===== src/rtl/gpio_port.sv =====
// NPORTS x 8-bit GPIO with direction, atomic set/clear and
// synchronised pin-change capture into a write-1-to-clear status register.
module gpio_port #(
  parameter int NPORTS      = 2,
  parameter int SYNC_STAGES = 2
) (
  input  logic                clk,
  input  logic                rst,
  input  logic                cs,
  input  logic                we,
  input  logic [4:0]          addr,
  input  logic [7:0]          din,
  output logic [7:0]          dout,
  input  logic [8*NPORTS-1:0] gpio_i,
  output logic [8*NPORTS-1:0] gpio_o,
  output logic [8*NPORTS-1:0] gpio_oe,
  output logic                irq
);

  localparam int W = 8 * NPORTS;

  logic [NPORTS-1:0][7:0] out_q, out_d;
  logic [NPORTS-1:0][7:0] dir_q, dir_d;
  logic [NPORTS-1:0][7:0] ren_q, ren_d;
  logic [NPORTS-1:0][7:0] fen_q, fen_d;
  logic [NPORTS-1:0][7:0] stat_q, stat_d;

  logic [SYNC_STAGES-1:0][W-1:0] sync_q, sync_d;
  logic [W-1:0] prev_q, prev_d;
  logic [W-1:0] s_last, rise, fall;
  logic [7:0]   dout_q, dout_d;
  logic         wr, rd;
  logic [2:0]   reg_a;

  assign wr     = cs & we;
  assign rd     = cs & ~we;
  assign reg_a  = addr[2:0];
  assign s_last = sync_q[SYNC_STAGES-1];
  assign rise   = s_last & ~prev_q;
  assign fall   = ~s_last & prev_q;

  always_comb begin
    sync_d = sync_q;
    sync_d[0] = gpio_i;
    for (int s = 1; s < SYNC_STAGES; s++)
      sync_d[s] = sync_q[s-1];
    prev_d = s_last;
  end

  // Edge set is ORed in after the W1C mask, so a coincident edge wins.
  always_comb begin
    out_d  = out_q;
    dir_d  = dir_q;
    ren_d  = ren_q;
    fen_d  = fen_q;
    stat_d = stat_q;
    for (int p = 0; p < NPORTS; p++) begin
      if (wr && addr[4:3] == 2'(p)) begin
        case (reg_a)
          3'd0: out_d[p] = din;
          3'd1: dir_d[p] = din;
          3'd3: ren_d[p] = din;
          3'd4: fen_d[p] = din;
          3'd6: out_d[p] = out_q[p] | din;
          3'd7: out_d[p] = out_q[p] & ~din;
          default: ;
        endcase
      end
      stat_d[p] = (stat_q[p] &
                   ~((wr && addr[4:3] == 2'(p) && reg_a == 3'd5) ? din : 8'h00))
                | (rise[8*p +: 8] & ren_q[p])
                | (fall[8*p +: 8] & fen_q[p]);
    end
  end

  always_comb begin
    dout_d = dout_q;
    if (rd) begin
      dout_d = 8'h00;
      for (int p = 0; p < NPORTS; p++) begin
        if (addr[4:3] == 2'(p)) begin
          case (reg_a)
            3'd0:    dout_d = out_q[p];
            3'd1:    dout_d = dir_q[p];
            3'd2:    dout_d = s_last[8*p +: 8];
            3'd3:    dout_d = ren_q[p];
            3'd4:    dout_d = fen_q[p];
            3'd5:    dout_d = stat_q[p];
            default: dout_d = 8'h00;
          endcase
        end
      end
    end
  end

  always_ff @(posedge clk or posedge rst) begin
    if (rst) begin
      out_q  <= '0;
      dir_q  <= '0;
      ren_q  <= '0;
      fen_q  <= '0;
      stat_q <= '0;
      sync_q <= '0;
      prev_q <= '0;
      dout_q <= '0;
    end else begin
      out_q  <= out_d;
      dir_q  <= dir_d;
      ren_q  <= ren_d;
      fen_q  <= fen_d;
      stat_q <= stat_d;
      sync_q <= sync_d;
      prev_q <= prev_d;
      dout_q <= dout_d;
    end
  end

  assign dout    = dout_q;
  assign gpio_o  = out_q;
  assign gpio_oe = dir_q;
  assign irq     = |stat_q;

endmodule


===== config.mk =====
export PLATFORM = sky130hd
export DESIGN_NAME = gpio_port
export DESIGN_NICKNAME = d
export VERILOG_FILES = /design/src/rtl/gpio_port.sv
export SDC_FILE = /design/constraint.sdc
export NUM_CORES = 1
export LEC_CHECK = 0
export CAP_MARGIN = 40
export CORE_MARGIN = 2
export CORE_UTILIZATION = 40
export DETAILED_ROUTE_END_ITERATION = 10
export REMOVE_ABC_BUFFERS = 1
export SLEW_MARGIN = 20
export SYNTH_ARGS = -nofsm -noshare
export SYNTH_HDL_FRONTEND = slang
export SYNTH_SLANG_ARGS = --single-unit
export TNS_END_PERCENT = 20

===== constraint.sdc =====
create_clock -name clk -period 4.6 [get_ports clk]
set_input_delay 0.46 -clock clk [delete_from_list [all_inputs] [get_ports clk]]
set_output_delay 0.46 -clock clk [all_outputs]
set_load 0.05 [all_outputs]

# == Yosys cells after proc, flatten, opt, wreduce, memory -nomap -nowiden ==
# Cells that the tools add are included.
# word_totals
output_inout_bits,41
elab_cells,70
input_bits,33
reg_bits,136
# classes
n_bitwise,24
n_eq_ne,8
mux,8
reduce_logical,16
# ops
operator,n
$pmux W8 S6,2
$and A8 B8 Y8,8
$or A8 B8 Y8,6
$pmux W8 S3,2
$and A16 B16 Y16,2
$mux W8,4
$not A16 Y16,2
$not A8 Y8,3
$reduce_and A2 Y1,8
$reduce_or A16 Y1,1
$eq A3 B3 Y1 const B,4
$eq A3 B2 Y1 const B,2
$logic_and A1 B1 Y1,4
$eq A3 B1 Y1 const B,1
$logic_not A3 Y1,1
$reduce_bool A3 Y1,1
$and A1 B1 Y1,2
$eq A2 B1 Y1 const B,1
$logic_not A2 Y1,1
$not A1 Y1,1

# == Longest topological paths before layout ==
# Gate-level depths: netlist of the first run.
# logic_depth
ltp_word,8
depth_mapped,8
ltp_nobuf,4

# == Least setup slack after synthesis of the first run ==
# OpenSTA, ideal clock, no wires.
# synth_path
path_kind,input port to flip-flop
start,input addr[2]
end,register dout_q[1] (netlist: dout[1])
path_buffers,2
required_ps,4474
arrival_ps,1652
path_slack_ps,2822
path_stages,6
setup_time_ps,126
path_cell_list,buf_2 buf_2 mux2_2 a21oi_1 o22ai_1 a221o_1
# synth_via
elab_chain_len,4
elab_cells_between_ends,10
classes_between,5 x eq/ne; 4 x mux; 1 x reduce/logical
# synth_lines
item,line_no,source
"start, declared",11,"input logic [4:0] addr,"
"$eq A3 B3 Y1, or another cell as far along",82,case (reg_a)
$pmux W8 S6,82,
$mux W8,81,if (addr[4:3] == 2'(p)) begin
$mux W8 *,81,
"end signal, assigned",114,dout_q <= dout_d;
"end, declared",31,"logic [7:0] dout_q, dout_d;"
# Every way passes the cells marked *; elsewhere a longest branch is shown, timed or not.
# A chain may end at the register's enable or synchronous reset.

# == Final worst setup path of the first run ==
# layout_path
start,register stat_q[10] (netlist name)
end,output irq
# layout_via
elab_chain_len,1
# layout_lines
item,line_no,source
"start, declared",26,"logic [NPORTS-1:0][7:0] stat_q, stat_d;"
"start signal, assigned",111,stat_q <= stat_d;
$reduce_or A16 Y1,121,assign irq = |stat_q;
"end, declared",17,output logic irq
# No other way between the ends.

==> flow_summary.yaml, run 1 <==
sta:
  slew_headroom: 0.5213
  setup_tns_ns: 0
  finClkSkew_ns: 0.01396
  slew_viol_final: 0
  rsz0062_at_grt: "no"
  fmax_mhz: 371.4
  final-setup-viol-count: 0
  layout_min_cycle_time_ns: 2.693
  final_hold_viol_count: 0
  tightest_slew_ns: 0.7163
  min_period_over_period: 0.5854
critical_path:
  cpPeakStageDelay_ns: 0.75
  start_kind: "flop"
  crit_fanout: 3
  reg2reg_from: "stat_q[13]"
  regToRegSetupSlack_ns: 2.98
  reg2reg_to: "dout[5]"
  endpoint: "irq"
  crit_slowest_cell: "clkdlybuf4s50_1"
  crit_type: "flop to primary output"
  crit_arrival_ns: 2.23
  path_cells: "nor4_1, nand4_1, clkdlybuf4s50_1"
  worst_setup_path_end_kind: "primary output"
  worstRegToRegCells: 4
  startpoint: "stat_q[10]"
  required_ns: 4.14
routing:
  vias: 4294
  ant_nets: 0
  wire_per_inst_um: 21.69
  drc: 0
  routed_wl_um: 16330
  vias_per_cell: 5.703
  drtPass1Iterations: 4
  drtIter0Drc: 309
clocking:
  ctsLongestPathBuffers: 2
  clk_pin_slew_ns: 0.06
  clock-sinks: 136
  cts_resized: 0
  cts_buffers: 17
  clock_latency_ns: 0.42
  htree_levels: 4
  cts_hold_buffers: 0
  post_cts_buffers: 0
  root_buffer: "clkbuf_16"
  cts_tree: "yes"
floorplan:
  die_y_um: 124.9
  die_w_um: 124.9
  core.rowCount: 44
  ioPinCount: 74
  initial_core_util: 0.4052
  die-area_um2: 15590
  core_um2: 14420
logic_synthesis:
  synth_area_um2: 5844
  synth_top_area_cell: "dfrtp_1"
  synthArstFlopShare: 1.000
  netlist.area_leader.share: 0.5823
  synth-main-ff-cell: "dfrtp_1"
  synth_area_per_cell_um2: 11.93
  ys_seq_elements: 136
  synth.area.top_cells: "dfrtp_1 (58%), mux2_2 (6.9%), o21ai_0 (5.1%), mux2i_1 (4.3%), a22o_1 (3.0%)"
  syn_inst: 490
  synth-edff-count: 0
  ys.warnings.count: 0
  seq_area_frac_synth: 0.5823
  synth_cell_type_count: 48
power_and_ir_drop:
  vdd_drop_max_mv: 0.3131
  power_density_nw_per_um2: 474.1
  power_mw: 3.483
  power.leakage_nw: 3.099
layout:
  design_area_um2: 7346
  multi_input_area_um2: 2240
  fin_nets: 590
  fillers: 1277
  antenna_cells: 0
  drive_gt1_frac: 0.1511
  layoutNonFillerInstCount: 753
  regArea_um2: 3403
  areaGrowthSynthToFinish_pct: 25.69
global_routing:
  grt_pass1_vias: 4425
  grt_remaining_overflow: 0
  track_usage: 0.2203
  grt_pass1_wl_um: 26030
  antenna_found_initial: 0
  grt_start_max_net_pins: 62
placed_design:
  place_congestion: 0.8724
  place.detailed.hpwl_um: 10740
  dp_cells: 722
  numPortBuffers: 73
  place_area_um2: 6728
run:
  drv_cap: 0
status:
  status: "finished, final reports clean"
min_path:
  hold_path.class: "flop to flop"
worst max-delay path: cells and delay by family, from the launching register on:
kind	cells	cell delay, ns
flip-flops	1	0.40
AND/OR/NAND/NOR	2	0.68
buffers and inverters	1	0.75
cell usage in the layout (no fill, tap or decap), drive strengths merged, types with 4 or more instances in the layout:
master         instances
clkinvlp               4
mux2                  36
nor2                   9
nand3                 11
a21boi                 5
clkbuf                18
o21ai                 59
nor4                   4
clkinv                 5
o211ai                19
o221ai                 4
nand3b                20
nor3                   4
clkdlybuf4s50         71
a22oi                  5
nand2                 44
inv                   13
bufinv                 4
mux2i                 25
nand2b                 6
a22o                  20
buf                    9
o2bb2ai                4
dfrtp                136
area by class of cell:
class / instances / share of cell area
repair buffers: 80 / 0.1090
flip-flops and latches: 136 / 0.4633
clock buffers: 18 / 0.05979
well taps: 184 / 0.03134
clock inverters: 13 / 0.02436
multi-input cells: 309 / 0.3049
inverters: 13 / 0.007324
through the flow:
| step | setup slack [ns] | hold WS [ns] | utilization |
|---|---|---|---|
| floorplan | 0.5005 | 0.3312 | - |
| global placement | 1.394 | 0.3318 | 0.4635 |
| detailed placement | 1.673 | 0.3347 | 0.4664 |
| CTS | 1.848 | 0.3455 | 0.5093 |
| global route | 1.862 | 0.3540 | 0.5093 |
| finish | 1.907 | 0.3411 | 0.5093 |
worst min path at each step:
| stage | depth (start not counted) | startpoint | end |
|---|---|---|---|
| final | 0 | sync_d[30] | prev_d[14] |
| after global routing | 0 | sync_d[27] | prev_d[11] |
| after CTS | 0 | sync_d[30] | prev_d[14] |
| after detailed placement | 0 | sync_d[22] | prev_d[6] |
| after global placement | 0 | sync_d[27] | prev_d[11] |
| after floorplan | 0 | sync_d[16] | prev_d[0] |
flip-flops by register name (all words and copies together) (netlist names):
name	cells
dout	8
fen_q	16
gpio_o	16
gpio_oe	16
prev_d	16
prev_q	16
ren_q	16
stat_q	16
sync_d	16
cell usage after synthesis (5+ instances only):
cell / n
a22oi_1: 5
nand3b_1: 20
nor2_1: 9
dfrtp_1: 136
mux2_2: 36
nand2_1: 44
clkbuf_1: 9
nand2b_1: 6
buf_2: 13
nand3_1: 11
mux2i_1: 25
buf_1: 6
inv_1: 13
o211ai_1: 19
o21ai_0: 59
a22o_1: 20
routing by layer:
layer / track usage / part of all wire / vias to the layer above
met4: 0.08497 / 0.017 / 0
li1: - / - / 1921
met5: 0 / 0 / -
met1: 0.3026 / 0.44 / 2208
met3: 0.04811 / 0.055 / 21
met2: 0.3433 / 0.49 / 144
report_power, final:
part	switching, mW	internal [mW]
clock	0.506	0.914
combinational	0.380	0.245
sequential	0.112	1.33
total	0.998	2.48
kinds of logic after synthesis:
| logic type | Yosys count | synth area share |
|---|---|---|
| DFF | 136 | 0.5823 |
| AOI/OAI and AO/OA | 132 | 0.1574 |
| and+or+nand+nor | 114 | 0.1053 |
| muxes | 63 | 0.1205 |
| buffers and inverters | 45 | 0.03447 |
(Power assumes the default switching activity.)
==> inputs of run 2 (changes only) <==
==> constraint.sdc (replaced) <==
create_clock -name clk -period 2.8 [get_ports clk]
set_input_delay 0.28 -clock clk [delete_from_list [all_inputs] [get_ports clk]]
set_output_delay 0.28 -clock clk [all_outputs]
set_load 0.05 [all_outputs]
==> run 2 against run 1 <==
Net effect: sequential share of layout area shrank 1.1 points; via count grew 2.9%; sequential power grew 65%; critical path type unchanged; worst hold slack lost 0.13 ns.
==> flow_summary.yaml, run 2 (synthesized netlist as in run 1, its figures left out) <==
critical_path:
  start_kind: "flop"
  endpoint: "irq"
  required_ns: 2.52
  crit_type: "flop to primary output"
  crit_arrival_ns: 2.31
  reg2reg_from: "stat_q[13]"
  reg2reg_to: "dout[5]"
  crit_fanout: 3
  regToRegSetupSlack_ns: 1.18
  startpoint: "stat_q[5]"
  worstRegToRegCells: 4
  worst_setup_path_end_kind: "primary output"
clocking:
  cts_buffers: 17
  cts_resized: 0
  cts_hold_buffers: 0
  root_buffer: "clkbuf_16"
  htree_levels: 4
  post_cts_buffers: 0
  cts_tree: "yes"
  ctsLongestPathBuffers: 2
  clock_latency_ns: 0.42
  clock-sinks: 136
  clk_pin_slew_ns: 0.06
layout:
  fin_nets: 610
  drive_gt1_frac: 0.1800
  antenna_cells: 0
  areaGrowthSynthToFinish_pct: 28.75
  layout_common_cells: "dfrtp_1 (136), clkdlybuf4s50_1 (71), o21ai_0 (59)"
  layout_commonest_cell: "dfrtp_1"
  post-route-util: 0.5217
routing:
  drc: 0
  ant_nets: 0
  routed_wl_um: 16680
  drtPass1Iterations: 6
  wire_per_inst_um: 21.57
  vias: 4420
  vias_per_cell: 5.718
  drtIter0Drc: 392
sta:
  final_hold_viol_count: 0
  tightest_slew_ns: 0.6817
  final-setup-viol-count: 0
  fmax_mhz: 385.6
  rsz0062_at_grt: "no"
  min_period_over_period: 0.9263
  finClkSkew_ns: 0.008246
  layout_min_cycle_time_ns: 2.594
  slew_headroom: 0.5446
  slew_viol_final: 0
power_and_ir_drop:
  pwr-share-seq: 0.410
  power_frac_comb: 0.178
  switchingPower_mw: 1.667
  internal-power_mw: 4.143
  power.leakage_nw: 3.208
  pwr-share-clk: 0.412
  power_density_nw_per_um2: 772.1
  power_mw: 5.810
  swShare: 0.2869
  vdd_drop_max_mv: 0.4475
run:
  drv_cap: 0
floorplan:
  ioPinCount: 74
  core.rowCount: 44
  die_w_um: 124.9
  die_y_um: 124.9
  die-area_um2: 15590
  core_um2: 14420
  initial_core_util: 0.4052
placed_design:
  place.detailed.hpwl_um: 11640
  place_congestion: 0.8566
  numPortBuffers: 73
global_routing:
  grt_pass1_wl_um: 26140
  grt.met3_usage: 0.05069
  track_usage: 0.2226
  use_met1: 0.2918
  antenna_found_initial: 0
  grt_remaining_overflow: 0
  gr-usage-met2: 0.3481
  grt_pass1_vias: 4463
  grt_start_max_net_pins: 61
  top_usage_layer: "met2"
status:
  status: "finished, final reports clean"
min_path:
  hold_path.class: "input pin to asynchronous set/reset pin"
run 2: how the worst min path moves through the flow:
| stage | startpoint | end | slack [ns] | cells after the start |
|---|---|---|---|---|
| after floorplan | gpio_i[0] | sync_d[16] | 0.31 | 0 |
| after global placement | sync_d[27] | prev_d[11] | 0.33 | 0 |
| after detailed placement | sync_d[17] | prev_d[1] | 0.33 | 0 |
| after CTS | rst | sync_d[23] | 0.22 | 2 |
| after global routing | rst | sync_d[23] | 0.23 | 2 |
| final | rst | sync_d[23] | 0.22 | 2 |
run 2: power groups by stage:
stage	Sequential, mW	Combinational, mW	Clock [mW]
3_3_place_gp	2.41	1.02	0
3_5_place_dp	2.41	1.04	0
5_1_grt	2.41	1.10	2.52
2_1_floorplan	2.66	0.320	0
4_1_cts	2.38	1.04	2.43
6_report	2.38	1.03	2.39
run 2: area by class of cell:
class,count,area [um2]
Timing Repair Buffer,100,960.9
Clock buffer,20,466.7
Multi-Input combinational cell,309,2240
Tap cell,184,230.2
Fill cell,1257,6899
Sequential cell,136,3403
Clock inverter,11,170.2
Inverter,13,53.80
run 2: worst max-delay path, stage by stage (launching register included):
cell             delay, ns
dfrtp_1               0.41
nor4_1                0.53
nand4_1               0.20
clkdlybuf4s50_1       0.75
run 2: per-layer routing:
| metal | share of wire | routed length [um] |
|---|---|---|
| met5 | 0 | 0 |
| met4 | 0.033 | 544 |
| met3 | 0.052 | 865 |
| met2 | 0.47 | 7904 |
| met1 | 0.44 | 7361 |
run 2: stage by stage:
| stage | setup WS [ns] | cell area [um2] | hold WS [ns] | std cells | TNS, ns |
|---|---|---|---|---|---|
| final | 0.2064 | 7525 | 0.2158 | 773 | 0 |
| after global routing | 0.1637 | 7525 | 0.2312 | 773 | 0 |
| after CTS | 0.1924 | 7525 | 0.2154 | 773 | 0 |
| after detailed placement | 0.5013 | 6888 | 0.3347 | 742 | 0 |
| after global placement | 0.5663 | 6888 | 0.3315 | 742 | 0 |
| after floorplan | -1.119 | 5692 | 0.3114 | 458 | -152.25 |
==> inputs of run 3 (changes only) <==
--- a/config.mk
+++ b/config.mk
@@ -8,7 +8,10 @@
 export CAP_MARGIN = 40
 export CORE_MARGIN = 2
 export CORE_UTILIZATION = 40
+export CTS_CLUSTER_SIZE = 28
 export DETAILED_ROUTE_END_ITERATION = 10
+export HOLD_SLACK_MARGIN = 0.12
+export PLACE_DENSITY = 0.69
 export REMOVE_ABC_BUFFERS = 1
 export SLEW_MARGIN = 20
 export SYNTH_ARGS = -nofsm -noshare
==> run 3 against run 2 <==
Net effect: utilization fell by 0.31 points; maximum frequency fell by 4.4%; non-clock buffer count fell by 3; clock skew barely moved; total power fell by 0.50%; worst hold slack improved by 0.074 ns; critical path depth did not move; first-iteration DRC count fell by 27%; combinational power barely moved; setup slack got worse by 0.12 ns; largest cell class unchanged; largest power group is now registers.
==> flow_summary.yaml, run 3 (synthesized netlist as in run 1, its figures left out) <==
status:
  status: "finished, final reports clean"
global_routing:
  top_usage_layer: "met2"
  grt_pass1_vias: 4621
  antenna_found_initial: 0
  gr-usage-met2: 0.3221
  grt_remaining_overflow: 0
  grt_pass1_wl_um: 25650
  track_usage: 0.2148
  grt_start_max_net_pins: 67
  grt.met3_usage: 0.07216
  use_met1: 0.2758
floorplan:
  die_y_um: 124.9
  core_um2: 14420
  initial_core_util: 0.4052
  die-area_um2: 15590
  ioPinCount: 74
  core.rowCount: 44
  die_w_um: 124.9
power_and_ir_drop:
  pwr-share-clk: 0.410
  power_frac_comb: 0.178
  pwr-share-seq: 0.412
  switchingPower_mw: 1.702
  power_density_nw_per_um2: 772.9
  power_mw: 5.781
  power.leakage_nw: 3.171
  internal-power_mw: 4.079
  vdd_drop_max_mv: 0.4748
  swShare: 0.2944
critical_path:
  crit_slowest_cell: "clkdlybuf4s50_1"
  crit_fanout: 3
  start_kind: "flop"
  crit_arrival_ns: 2.43
  path_cells: "nor4_1, nand4_1, clkdlybuf4s50_1"
  required_ns: 2.52
  crit_type: "flop to primary output"
  worst_setup_path_end_kind: "primary output"
  cpPeakStageDelay_ns: 0.75
sta:
  finClkSkew_ns: 0.007878
  min_period_over_period: 0.9687
  slew_viol_final: 0
  final_hold_viol_count: 0
  final-setup-viol-count: 0
  tightest_slew_ns: 0.6782
  rsz0062_at_grt: "no"
  hold_ws_ns: 0.2893
  layout_min_cycle_time_ns: 2.712
  fmax_mhz: 368.7
  slew_headroom: 0.5437
min_path:
  hold_path.class: "input pin to flop"
routing:
  drtPass1Iterations: 5
  wire_per_inst_um: 20.67
  ant_nets: 0
  routed_wl_um: 15940
  vias_per_cell: 5.720
  vias: 4410
  drc: 0
  drtIter0Drc: 287
layout:
  layout_common_cells: "dfrtp_1 (136), clkdlybuf4s50_1 (71), o21ai_0 (59)"
  fillers: 1258
  post-route-util: 0.5186
  drive_gt1_frac: 0.1755
  multi_input_area_um2: 2240
  areaGrowthSynthToFinish_pct: 27.98
  layout_commonest_cell: "dfrtp_1"
  design_area_um2: 7480
  fin_nets: 607
  antenna_cells: 0
  layoutNonFillerInstCount: 771
  regArea_um2: 3403
placed_design:
  place.detailed.hpwl_um: 11030
  place_congestion: 0.9249
  dp_cells: 739
  numPortBuffers: 73
  place_area_um2: 6853
clocking:
  cts_tree: "yes"
  clock_latency_ns: 0.43
  root_buffer: "clkbuf_16"
  cts_buffers: 17
  cts_hold_buffers: 0
  cts_resized: 0
  clock-sinks: 136
  htree_levels: 4
  post_cts_buffers: 0
  ctsLongestPathBuffers: 2
  clk_pin_slew_ns: 0.06
run:
  drv_cap: 0
run 3: final timing paths:
path | end | startpoint | slack, ns | cells after the start
min in group asynchronous | sync_d[27] | rst | 0.32 | 2
min | sync_d[31] | gpio_i[15] | 0.29 | 1
max | irq | stat_q[12] | 0.09 | 3
min reg2reg | prev_d[10] | sync_d[26] | 0.35 | 0
max in group asynchronous | fen_q[8] | rst | 1.78 | 3
max reg2reg | dout[5] | gpio_o[13] | 1.24 | 4
run 3: metal layers:
metal  wire length (um)  vias up
met3               1386       57
met1               6514     2172
li1                   -     1963
met4                750        0
met2               7286      218
met5                  0        -
run 3: power by group through the flow:
stage / registers (mW) / logic (mW) / clock network (mW)
final: 2.38 / 1.03 / 2.37
after global routing: 2.41 / 1.09 / 2.49
after CTS: 2.38 / 1.03 / 2.41
after detailed placement: 2.41 / 1.03 / 0
after global placement: 2.40 / 1.01 / 0
after floorplan: 2.66 / 0.320 / 0
run 3: critical path: cells and delay by family (launching register included):
kind | cells | cell delay, ns
flip-flops | 1 | 0.41
buffers and inverters | 1 | 0.75
AND/OR/NAND/NOR | 2 | 0.85
run 3: stage by stage:
step / setup TNS (ns) / worst slack, ns
floorplan: -152.25 / -1.119
detailed placement: 0 / 0.4551
finish: 0 / 0.08764
global route: 0 / 0.05818
CTS: 0 / 0.1508
global placement: 0 / 0.4760
run 3: cell type report:
| class | count | share of cell area |
|---|---|---|
| Clock buffer | 18 | 0.05738 |
| Clock inverter | 14 | 0.02643 |
| Inverter | 13 | 0.007193 |
| Multi-Input combinational cell | 309 | 0.2994 |
| Sequential cell | 136 | 0.4550 |
| Tap cell | 184 | 0.03078 |
| Timing Repair Buffer | 97 | 0.1238 |
